File: src/rtl/inst_fetch_pkg.sv
// Shared types for the byte-serial instruction fetch path and its optional cache.
// Bus widths, FSM state codes and cache index/tag helpers live here.
package inst_fetch_pkg;

  localparam int InstAddrW    = 32;
  localparam int InstW        = 32;
  localparam int ByteW        = 8;
  localparam int ICacheIndexW = 4;
  localparam int ICacheTagW   = 26;
  localparam int ICacheDepth  = 16;

  typedef logic [InstAddrW-1:0]    inst_addr_t;
  typedef logic [InstW-1:0]        inst_t;
  typedef logic [ByteW-1:0]        byte_t;
  typedef logic [ICacheIndexW-1:0] icache_index_t;
  typedef logic [ICacheTagW-1:0]   icache_tag_t;

  typedef enum logic {
    FetchIdle,
    FetchBusy
  } fetch_state_e;

  function automatic icache_index_t cacheIndex(input inst_addr_t addr);
    return addr[5:2];
  endfunction

  function automatic icache_tag_t cacheTag(input inst_addr_t addr);
    return addr[31:6];
  endfunction

endpackage

File: src/rtl/inst_fetch_if.sv
// Fetch-stage request/response plus the byte-wide memory port, bundled as one interface.
// The fetch unit uses the slave view; the fetch stage/memory side uses the master view.
interface inst_fetch_if;
  import inst_fetch_pkg::*;

  inst_addr_t pc;
  logic       ce;
  inst_t      inst;
  logic       inst_valid;
  logic       stall_req;
  inst_addr_t mem_a;
  byte_t      mem_din;
  logic       mem_wr;

  modport master (
    output pc, ce, mem_din,
    input  inst, inst_valid, stall_req, mem_a, mem_wr
  );

  modport slave (
    input  pc, ce, mem_din,
    output inst, inst_valid, stall_req, mem_a, mem_wr
  );

endinterface

File: src/rtl/inst_cache.sv
// 16-entry direct-mapped instruction cache, compiled only when ICACHE_EN is defined.
// Lookup is combinational; fills land on the clock edge and only for word-aligned addresses.
`ifdef ICACHE_EN
module inst_cache
  import inst_fetch_pkg::*;
(
  input  logic       clk,
  input  logic       rst,
  input  inst_addr_t lookup_addr_i,
  output logic       hit_o,
  output inst_t      data_o,
  input  logic       fill_en_i,
  input  inst_addr_t fill_addr_i,
  input  inst_t      fill_data_i
);

  logic [ICacheDepth-1:0] valid_q;
  icache_tag_t            tag_q  [ICacheDepth];
  inst_t                  data_q [ICacheDepth];

  icache_index_t lookupIdx;
  icache_index_t fillIdx;
  logic          doFill;

  assign lookupIdx = cacheIndex(lookup_addr_i);
  assign fillIdx   = cacheIndex(fill_addr_i);
  assign doFill    = fill_en_i && (fill_addr_i[1:0] == 2'b00);

  assign hit_o  = valid_q[lookupIdx] &&
                  (tag_q[lookupIdx] == cacheTag(lookup_addr_i)) &&
                  (lookup_addr_i[1:0] == 2'b00);
  assign data_o = data_q[lookupIdx];

  // Only the valid bits need a reset; tag/data are qualified by them.
  always_ff @(posedge clk) begin
    if (rst) begin
      valid_q <= '0;
    end else if (doFill) begin
      valid_q[fillIdx] <= 1'b1;
      tag_q[fillIdx]   <= cacheTag(fill_addr_i);
      data_q[fillIdx]  <= fill_data_i;
    end
  end

endmodule
`endif

File: src/rtl/inst_fetch.sv
// Instruction-fetch responder: reads four bytes little-endian from a byte-wide memory port.
// Define ICACHE_EN to add a 16-entry direct-mapped cache that answers aligned hits in one cycle.
module inst_fetch
  import inst_fetch_pkg::*;
(
  input  logic        clk,
  input  logic        rst,
  inst_fetch_if.slave bus
);

  fetch_state_e state_q;
  logic [2:0]   cnt_q;
  inst_addr_t   addr_q;
  inst_addr_t   memA_q;
  logic [23:0]  asm_q;
  inst_t        inst_q;
  logic         valid_q;
  logic         stall_q;
  logic         memWr_q;

  inst_addr_t   nextAddr_d;
  logic         hit;
  inst_t        hitData;

  assign nextAddr_d = addr_q + {29'd0, cnt_q} + 32'd1;

`ifdef ICACHE_EN
  logic  fillEn;
  inst_t fillData;

  assign fillEn   = (state_q == FetchBusy) && (cnt_q == 3'd4);
  assign fillData = {bus.mem_din, asm_q};

  inst_cache u_inst_cache (
    .clk           (clk),
    .rst           (rst),
    .lookup_addr_i (bus.pc),
    .hit_o         (hit),
    .data_o        (hitData),
    .fill_en_i     (fillEn),
    .fill_addr_i   (addr_q),
    .fill_data_i   (fillData)
  );
`else
  assign hit     = 1'b0;
  assign hitData = '0;
`endif

  // Memory data lags its address by one cycle, so byte lane cnt-1 is captured at count cnt.
  always_ff @(posedge clk) begin
    if (rst) begin
      state_q <= FetchIdle;
      cnt_q   <= '0;
      addr_q  <= '0;
      memA_q  <= '0;
      asm_q   <= '0;
      inst_q  <= '0;
      valid_q <= 1'b0;
      stall_q <= 1'b0;
      memWr_q <= 1'b0;
    end else begin
      memWr_q <= 1'b0;
      case (state_q)
        FetchIdle: begin
          valid_q <= 1'b0;
          if (bus.ce && hit) begin
            inst_q  <= hitData;
            valid_q <= 1'b1;
          end else if (bus.ce) begin
            addr_q  <= bus.pc;
            memA_q  <= bus.pc;
            cnt_q   <= '0;
            stall_q <= 1'b1;
            state_q <= FetchBusy;
          end
        end
        FetchBusy: begin
          case (cnt_q)
            3'd1:    asm_q[7:0]   <= bus.mem_din;
            3'd2:    asm_q[15:8]  <= bus.mem_din;
            3'd3:    asm_q[23:16] <= bus.mem_din;
            default: ;
          endcase
          if (cnt_q < 3'd3) begin
            memA_q <= nextAddr_d;
          end
          if (cnt_q == 3'd4) begin
            inst_q  <= {bus.mem_din, asm_q};
            valid_q <= 1'b1;
            stall_q <= 1'b0;
            state_q <= FetchIdle;
          end else begin
            cnt_q <= cnt_q + 3'd1;
          end
        end
        default: state_q <= FetchIdle;
      endcase
    end
  end

  assign bus.inst       = inst_q;
  assign bus.inst_valid = valid_q;
  assign bus.stall_req  = stall_q;
  assign bus.mem_a      = memA_q;
  assign bus.mem_wr     = memWr_q;

endmodule
File: src/flat_wrapper.sv
// flat-port wrapper written by rule: the top's interface ports become plain ports
module inst_fetch_flat import inst_fetch_pkg::*;
  (clk, rst, bus_pc, bus_ce, bus_mem_din, bus_inst, bus_inst_valid, bus_stall_req, bus_mem_a, bus_mem_wr);
  inst_fetch_if bus_i ();
  input  logic clk;
  input  logic rst;
  input wire logic [$bits(bus_i.pc)-1:0] bus_pc;
  input wire logic [$bits(bus_i.ce)-1:0] bus_ce;
  input wire logic [$bits(bus_i.mem_din)-1:0] bus_mem_din;
  output wire logic [$bits(bus_i.inst)-1:0] bus_inst;
  output wire logic [$bits(bus_i.inst_valid)-1:0] bus_inst_valid;
  output wire logic [$bits(bus_i.stall_req)-1:0] bus_stall_req;
  output wire logic [$bits(bus_i.mem_a)-1:0] bus_mem_a;
  output wire logic [$bits(bus_i.mem_wr)-1:0] bus_mem_wr;
  assign bus_i.pc = bus_pc;
  assign bus_i.ce = bus_ce;
  assign bus_i.mem_din = bus_mem_din;
  assign bus_inst = bus_i.inst;
  assign bus_inst_valid = bus_i.inst_valid;
  assign bus_stall_req = bus_i.stall_req;
  assign bus_mem_a = bus_i.mem_a;
  assign bus_mem_wr = bus_i.mem_wr;
  inst_fetch u_core (.clk(clk), .rst(rst), .bus(bus_i));
endmodule
File: config.mk
export PLATFORM = sky130hd
export DESIGN_NAME = inst_fetch_flat
export DESIGN_NICKNAME = d
export VERILOG_FILES = /design/src/rtl/inst_fetch_pkg.sv /design/src/rtl/inst_fetch_if.sv /design/src/rtl/inst_cache.sv /design/src/rtl/inst_fetch.sv /design/src/flat_wrapper.sv
export SDC_FILE = /design/constraint.sdc
export NUM_CORES = 1
export LEC_CHECK = 0
export BUFFER_PORTS_ARGS = -buffer_cell sky130_fd_sc_hd__buf_2
export CAP_MARGIN = 20
export CELL_PAD_IN_SITES_DETAIL_PLACEMENT = 1
export CELL_PAD_IN_SITES_GLOBAL_PLACEMENT = 2
export CORE_UTILIZATION = 30
export CTS_BUF_LIST = sky130_fd_sc_hd__clkbuf_8
export DETAILED_ROUTE_END_ITERATION = 8
export PLACE_DENSITY_LB_ADDON = 0.08
export SYNTH_ARGS = -nofsm -noshare
export SYNTH_HDL_FRONTEND = slang
export SYNTH_HIERARCHICAL = 1
export SYNTH_SLANG_ARGS = --single-unit
File: constraint.sdc
create_clock -name clk -period 2.3 [get_ports clk]
set_input_delay 0.23 -clock clk [delete_from_list [all_inputs] [get_ports clk]]
set_output_delay 0.23 -clock clk [all_outputs]
set_load 0.005 [all_outputs]
# --- Word level (Yosys, flattened, before mapping) ---
# Cells that the tools add are included.
word_totals:
  input_bits: 43
  register_bits: 126
  out_inout_bits: 67
  wordCells: 47
op_classes:
  muxes: 16
  reduce_logical: 8
  bitwise_logic: 1
  n_eq_ne: 8
  magnitude_cmp: 1
  add_sub_neg: 3
op_table:
  columns: ["operator", "n"]
  rows:
  - ["$mux 32", 4]
  - ["$pmux 32 s2", 1]
  - ["$add 32x1->32 const B", 1]
  - ["$add 32x3->32", 1]
  - ["$reduce_and 2->1", 8]
  - ["$ne 2x2->1 const B", 4]
  - ["$eq 3x2->1 const B", 2]
  - ["$mux 3", 2]
  - ["$pmux 1 s2", 3]
  - ["$pmux 3 s2", 1]
  - ["$mux 1", 5]
  - ["$add 3x1->3 const B", 1]
  - ["$eq 3x1->1 const B", 1]
  - ["$eq 3x3->1 const B", 1]
  - ["$lt 3x2->1 const B", 1]
  - ["$not 1->1", 1]

# --- Logic depth before layout (Yosys ltp) ---
depth:
  word_depth: 4
  mapped_depth: 10
  ltp_nobuf: 9

# --- Worst setup path before layout ---
# No wires, ideal clock.
synth_timing:
  path_type: "register -> register"
  start: "register u_core.cnt_q[0]"
  end: "register u_core.memA_q[18], in the netlist u_core/bus.mem_a[18]"
  path_stages_with_launch: 11
  setup_time_ns: 0.136
  n_path_buf: 1
  required_ns: 2.164
  path_slack_ns: 0.097
  period_less_slack_ns: 2.203
  t_arrival_ns: 2.067
  path_cell_list: "dfxtp_1 inv_1 ha_1 inv_1 fa_1 a21oi_1 or4_4 buf_6 o31a_1 o21ai_1 a31oi_1"
synth_via:
  elab_chain_cells: 4
  word_cells_on_any_way: 7
  classes_between: "add/sub (2); order compare (1); eq/ne (1); mux (2); reduce/logical (1)"
synth_lines:
  columns: ["item", "line", "text"]
  rows:
  - ["start, declared", "inst_fetch.sv:12", "logic [2:0] cnt_q;"]
  - ["start signal, assigned", "inst_fetch.sv:93", "cnt_q <= cnt_q + 3'd1;"]
  - ["$add 32x3->32", "inst_fetch.sv:25", "assign nextAddr_d = addr_q + {29'd0, cnt_q} + 32'd1;"]
  - ["$add 32x1->32", "inst_fetch.sv:25", null]
  - ["$mux 32", "inst_fetch.sv:84", "if (cnt_q < 3'd3) begin"]
  - ["$pmux 32 s2", "inst_fetch.sv:63", "case (state_q)"]
  - ["end signal, assigned", "inst_fetch.sv:71", "memA_q <= bus.pc;"]
  - ["end signal, assigned", "inst_fetch.sv:85", "memA_q <= nextAddr_d;"]
  - ["end, declared", "inst_fetch.sv:14", "inst_addr_t memA_q;"]
# Several ways; a longest one is shown, not always the timed one. The select of a mux whose other input is x is not followed.
# A chain may end at the register's enable or synchronous reset.

# --- Worst setup path after layout ---
layout_timing:
  start: "register u_core.addr_q[0]"
  end: "register u_core.memA_q[26], in the netlist u_core/bus.mem_a[26]"
layout_via:
  elab_chain_cells: 4
layout_lines:
  columns: ["item", "line", "text"]
  rows:
  - ["start, declared", "inst_fetch.sv:13", "inst_addr_t addr_q;"]
  - ["start signal, assigned", "inst_fetch.sv:70", "addr_q <= bus.pc;"]
  - ["$add 32x3->32", "inst_fetch.sv:25", null]
  - ["$add 32x1->32", "inst_fetch.sv:25", null]
  - ["$mux 32", "inst_fetch.sv:84", null]
  - ["$pmux 32 s2", "inst_fetch.sv:63", null]
# Every way passes these cells. The select of a mux whose other input is x is not followed.

==> flow_metrics.env <==
export IMPL_critPathKind="reg2reg"
export IMPL_syn_area_um2=5550
export IMPL_die_h_um=138
export IMPL_grt_start_max_net_pins=73
export IMPL_synth_fa_ha_area_share_pct=1.94
export IMPL_dp_hpwl_mm=12.5
export IMPL_worstPathRequired_ps=2610
export IMPL_cts_root_buf="clkbuf_8"
export IMPL_start_util_pct=30.8
export IMPL_synthFlopType="dfxtp_1"
export IMPL_avgRoutedWirePerCell_um=17.1
export IMPL_dr_pass1_iters=4
export IMPL_period_share_pct=97.3
export IMPL_num_rows=49
export IMPL_instances_no_fill=1052
export IMPL_fmax_mhz=447
export IMPL_cts_buffers=17
export IMPL_synth_xor_area_share_pct=3.95
export IMPL_routed_wirelength_mm=18.0
export IMPL_hold_end="u_core/addr_q[21]"
export IMPL_dp_cells=1010
export IMPL_post_route_min_period_ps=2240
export IMPL_start_kind="flop"
export IMPL_r2r_end="u_core/bus.mem_a[26]"
export IMPL_dieArea_um2=19000
export IMPL_vias=5267
export IMPL_n_antenna_cell=0
export IMPL_status="finished clean"
export IMPL_synth_compound_area_share_pct=17.6
export IMPL_synth_async_reset_ratio_pct=0
export IMPL_die_width_um=138
export IMPL_tightestPinTransition_ps=819
export IMPL_p_int_w=0.00360
export IMPL_dp_slack_ps=83.6
export IMPL_hold_viol=0
export IMPL_grt_pass1_vias=5434
export IMPL_power_frac_clock_pct=42.2
export IMPL_muxShareOfSynthArea_pct=0.361
export IMPL_min_from="bus_pc[21]"
export IMPL_port_buffers=108
export IMPL_cap_viol_max_count=0
export IMPL_netlist_instances=694
export IMPL_cp_slowest_cell="or4_4"
export IMPL_viasPerCell=5.01
export IMPL_reg2reg_slack_ps=60
export IMPL_clock_path_buffers=2
export IMPL_grt_pass1_wl_mm=29.1
export IMPL_yosysSeqAreaShare_pct=45.5
export IMPL_layout_nets=861
export IMPL_dr_first_iter_drc_count=176
export IMPL_yosys_warnings=6
export IMPL_io_pins=110
export IMPL_synth_edff_count=0
export IMPL_syn_to_final_growth_pct=25.6
export IMPL_clkSinkCount=126
export IMPL_final_setup_viol_count=0
export IMPL_p_switching_w=0.00137
export IMPL_worstSetupEndpointType="flop"
export IMPL_max_stage_delay_ps=540
export IMPL_cts_htree_levels=4
export IMPL_pwr_share_seq_pct=47.3
export IMPL_p_per_area_nw_per_um2=714
export IMPL_swShare_pct=27.6
export IMPL_syn_nets=745
export IMPL_ant_nets=0
export IMPL_min_path_type="in2reg"
export IMPL_rsz0062_at_grt="true"
export IMPL_maxSlewHeadroom_pct=45.4
export IMPL_drc=0
export IMPL_slew_violations=0
export IMPL_synth_avg_cell_area_um2=8.00
export IMPL_ys_types=57
export IMPL_crit_chain="inv_1, ha_2, inv_2, fa_2, a21oi_4, or4_4, buf_6, buf_4, nor3_4, xnor2_1, a31oi_1"
export IMPL_coreArea_um2=18000
export IMPL_ys_ff_latch=126
export IMPL_worst_ep_arrival_time_ps=2550
export IMPL_synth_top_area_share_pct=45.5
export IMPL_place_congestion=0.734
export IMPL_fin_skew_ps=17.0
export IMPL_antenna_found_initial=0
export IMPL_holdPathStages=3
export IMPL_clkTransAtPathRegs_ps=90
export IMPL_globalRouteTotalUtil_pct=19.0
export IMPL_yosys_area_top_type="dfxtp_1"
export IMPL_vdd_drop_max_uv=330
export IMPL_synth_simple_area_share_pct=26.2
export IMPL_fin_ws_ps=61.2
export IMPL_leakage_nw=2.69
export IMPL_pwr_share_comb_pct=10.6
export IMPL_grt_overflow=0
export IMPL_r2r_start="u_core/addr_q[0]"
export IMPL_worst_r2r_path_depth=11
export IMPL_synth_area_leaders="dfxtp_1 (45%), nand2_1 (13%), a21oi_1 (9.1%)"
export IMPL_cp_max_fo=5
export IMPL_drive_gt1_share_pct=24.5
export IMPL_synth_top_family_by_area="simple AND/OR/NAND/NOR gates"
export IMPL_cts_tree="yes"
export IMPL_clk_latency_ps=440
## area by class of cell
class	instances	area [µm²]
fillers	2220	11100
multi-input cells	509	2820
flip-flops and latches	126	2520
repair buffers	149	886
well taps	229	287
clock buffers	18	248
clock inverters	14	180
inverters	7	26.3
## worst max-delay path, delay by kind of cell, from the launching register on
kind                       cells  cell delay [ps]
adders and majority gates      2              400
and+or+nand+nor                2              690
AOI/OAI and AO/OA              2              160
xor gates and xnor gates       1              130
DFF                            1              330
buffers and inverters          4              400
## kinds of logic after synthesis
| group | count (synthesis) |
|---|---|
| multiplexers | 2 |
| adder cells (fa/ha/maj) | 8 |
| AND/OR/NAND/NOR | 306 |
| buffers and inverters | 59 |
| flip-flops | 126 |
| AO/OA/AOI/OAI | 167 |
| other | 1 |
| XOR/XNOR | 25 |
## sequential cells by signal (all words and copies together) (netlist names)
signal and count:
u_core/cnt_q 3, u_core/bus.stall_req 1, u_core/state_q 1, u_core/bus.mem_a 32
u_core/bus.inst_valid 1, u_core/bus.inst 32, u_core/asm_q 24, u_core/addr_q 32
## worst max path at each step
stage,start,end,cells after the start
5_1_grt,u_core/addr_q[0],u_core/bus.mem_a[26],11
6_report,u_core/addr_q[0],u_core/bus.mem_a[26],11
2_1_floorplan,u_core/cnt_q[0],u_core/bus.mem_a[18],10
3_3_place_gp,u_core/cnt_q[0],u_core/bus.mem_a[22],9
3_5_place_dp,u_core/cnt_q[0],u_core/bus.mem_a[22],9
4_1_cts,u_core/cnt_q[0],u_core/bus.mem_a[22],9
## cells in the mapped netlist, drive strengths merged, types with 8 or more instances
master,count
nand2,196
dfxtp,126
a21oi,101
nand3,40
clkbuf,39
xnor2,18
a31oi,14
buf,13
nor2,12
o21ai,12
nor4,11
nor3,10
or3,9
nand4,8
o211ai,8
## what timing repair did
action	CTS	global route
setup endpoints to repair	0	6
hold buffers	6	0
hold endpoints to repair	6	0
gates resized for setup	0	14
buffers inserted	0	4
## layout by cell type, fill, tap and decap left out, types with 3 or more instances in the layout
cell type,Yosys,final
buf_2,4,107
and4_1,3,3
bufinv_16,0,3
inv_6,0,5
ha_1,7,6
a21oi_1,101,100
a21boi_0,5,5
nor4_2,3,4
o21ai_1,3,3
o21ai_0,9,9
nor4b_1,3,3
dfxtp_1,126,124
and3_1,3,3
buf_4,1,33
xor2_1,7,7
dlygate4sd3_1,0,6
nor3_1,7,7
o31a_1,3,3
a31oi_1,14,14
nand3_1,40,40
clkbuf_8,0,18
or3_1,9,9
a21o_1,4,4
nor2_1,12,12
xnor2_1,18,18
nand2_1,195,195
nor4_1,7,6
o22ai_1,5,5
clkinv_4,0,3
inv_1,7,5
a211oi_1,4,4
nand4_1,6,6
o211ai_1,8,8
## metrics by stage
step                      TNS, ps  cell area, µm²  util [%]  total power [W]  hold WS, ps
final                           0            6970      38.7          0.00498         40.6
after CTS                       0            6900      38.3          0.00506        0.234
after global placement          0            6410      35.6          0.00291          435
after floorplan                 0            5550         -          0.00267          366
after detailed placement        0            6410      35.6          0.00292          449
after global routing        -51.3            6970      38.7          0.00523         21.6
## layer usage
layer	vias to the layer above	wire, µm	track usage, %
li1	2626	-	-
met1	2548	9010	25.8
met4	0	97	4.34
met3	6	586	4.05
met2	87	8350	30.8
met5	-	0	0
## power groups by stage
stage / clock network [W] / logic [W] / registers, W
floorplan: 0 / 0.000284 / 0.00239
global placement: 0 / 0.000508 / 0.00240
detailed placement: 0 / 0.000518 / 0.00240
CTS: 0.00218 / 0.000528 / 0.00235
global route: 0.00229 / 0.000580 / 0.00237
finish: 0.00210 / 0.000526 / 0.00235
(Power assumes the default switching activity.)
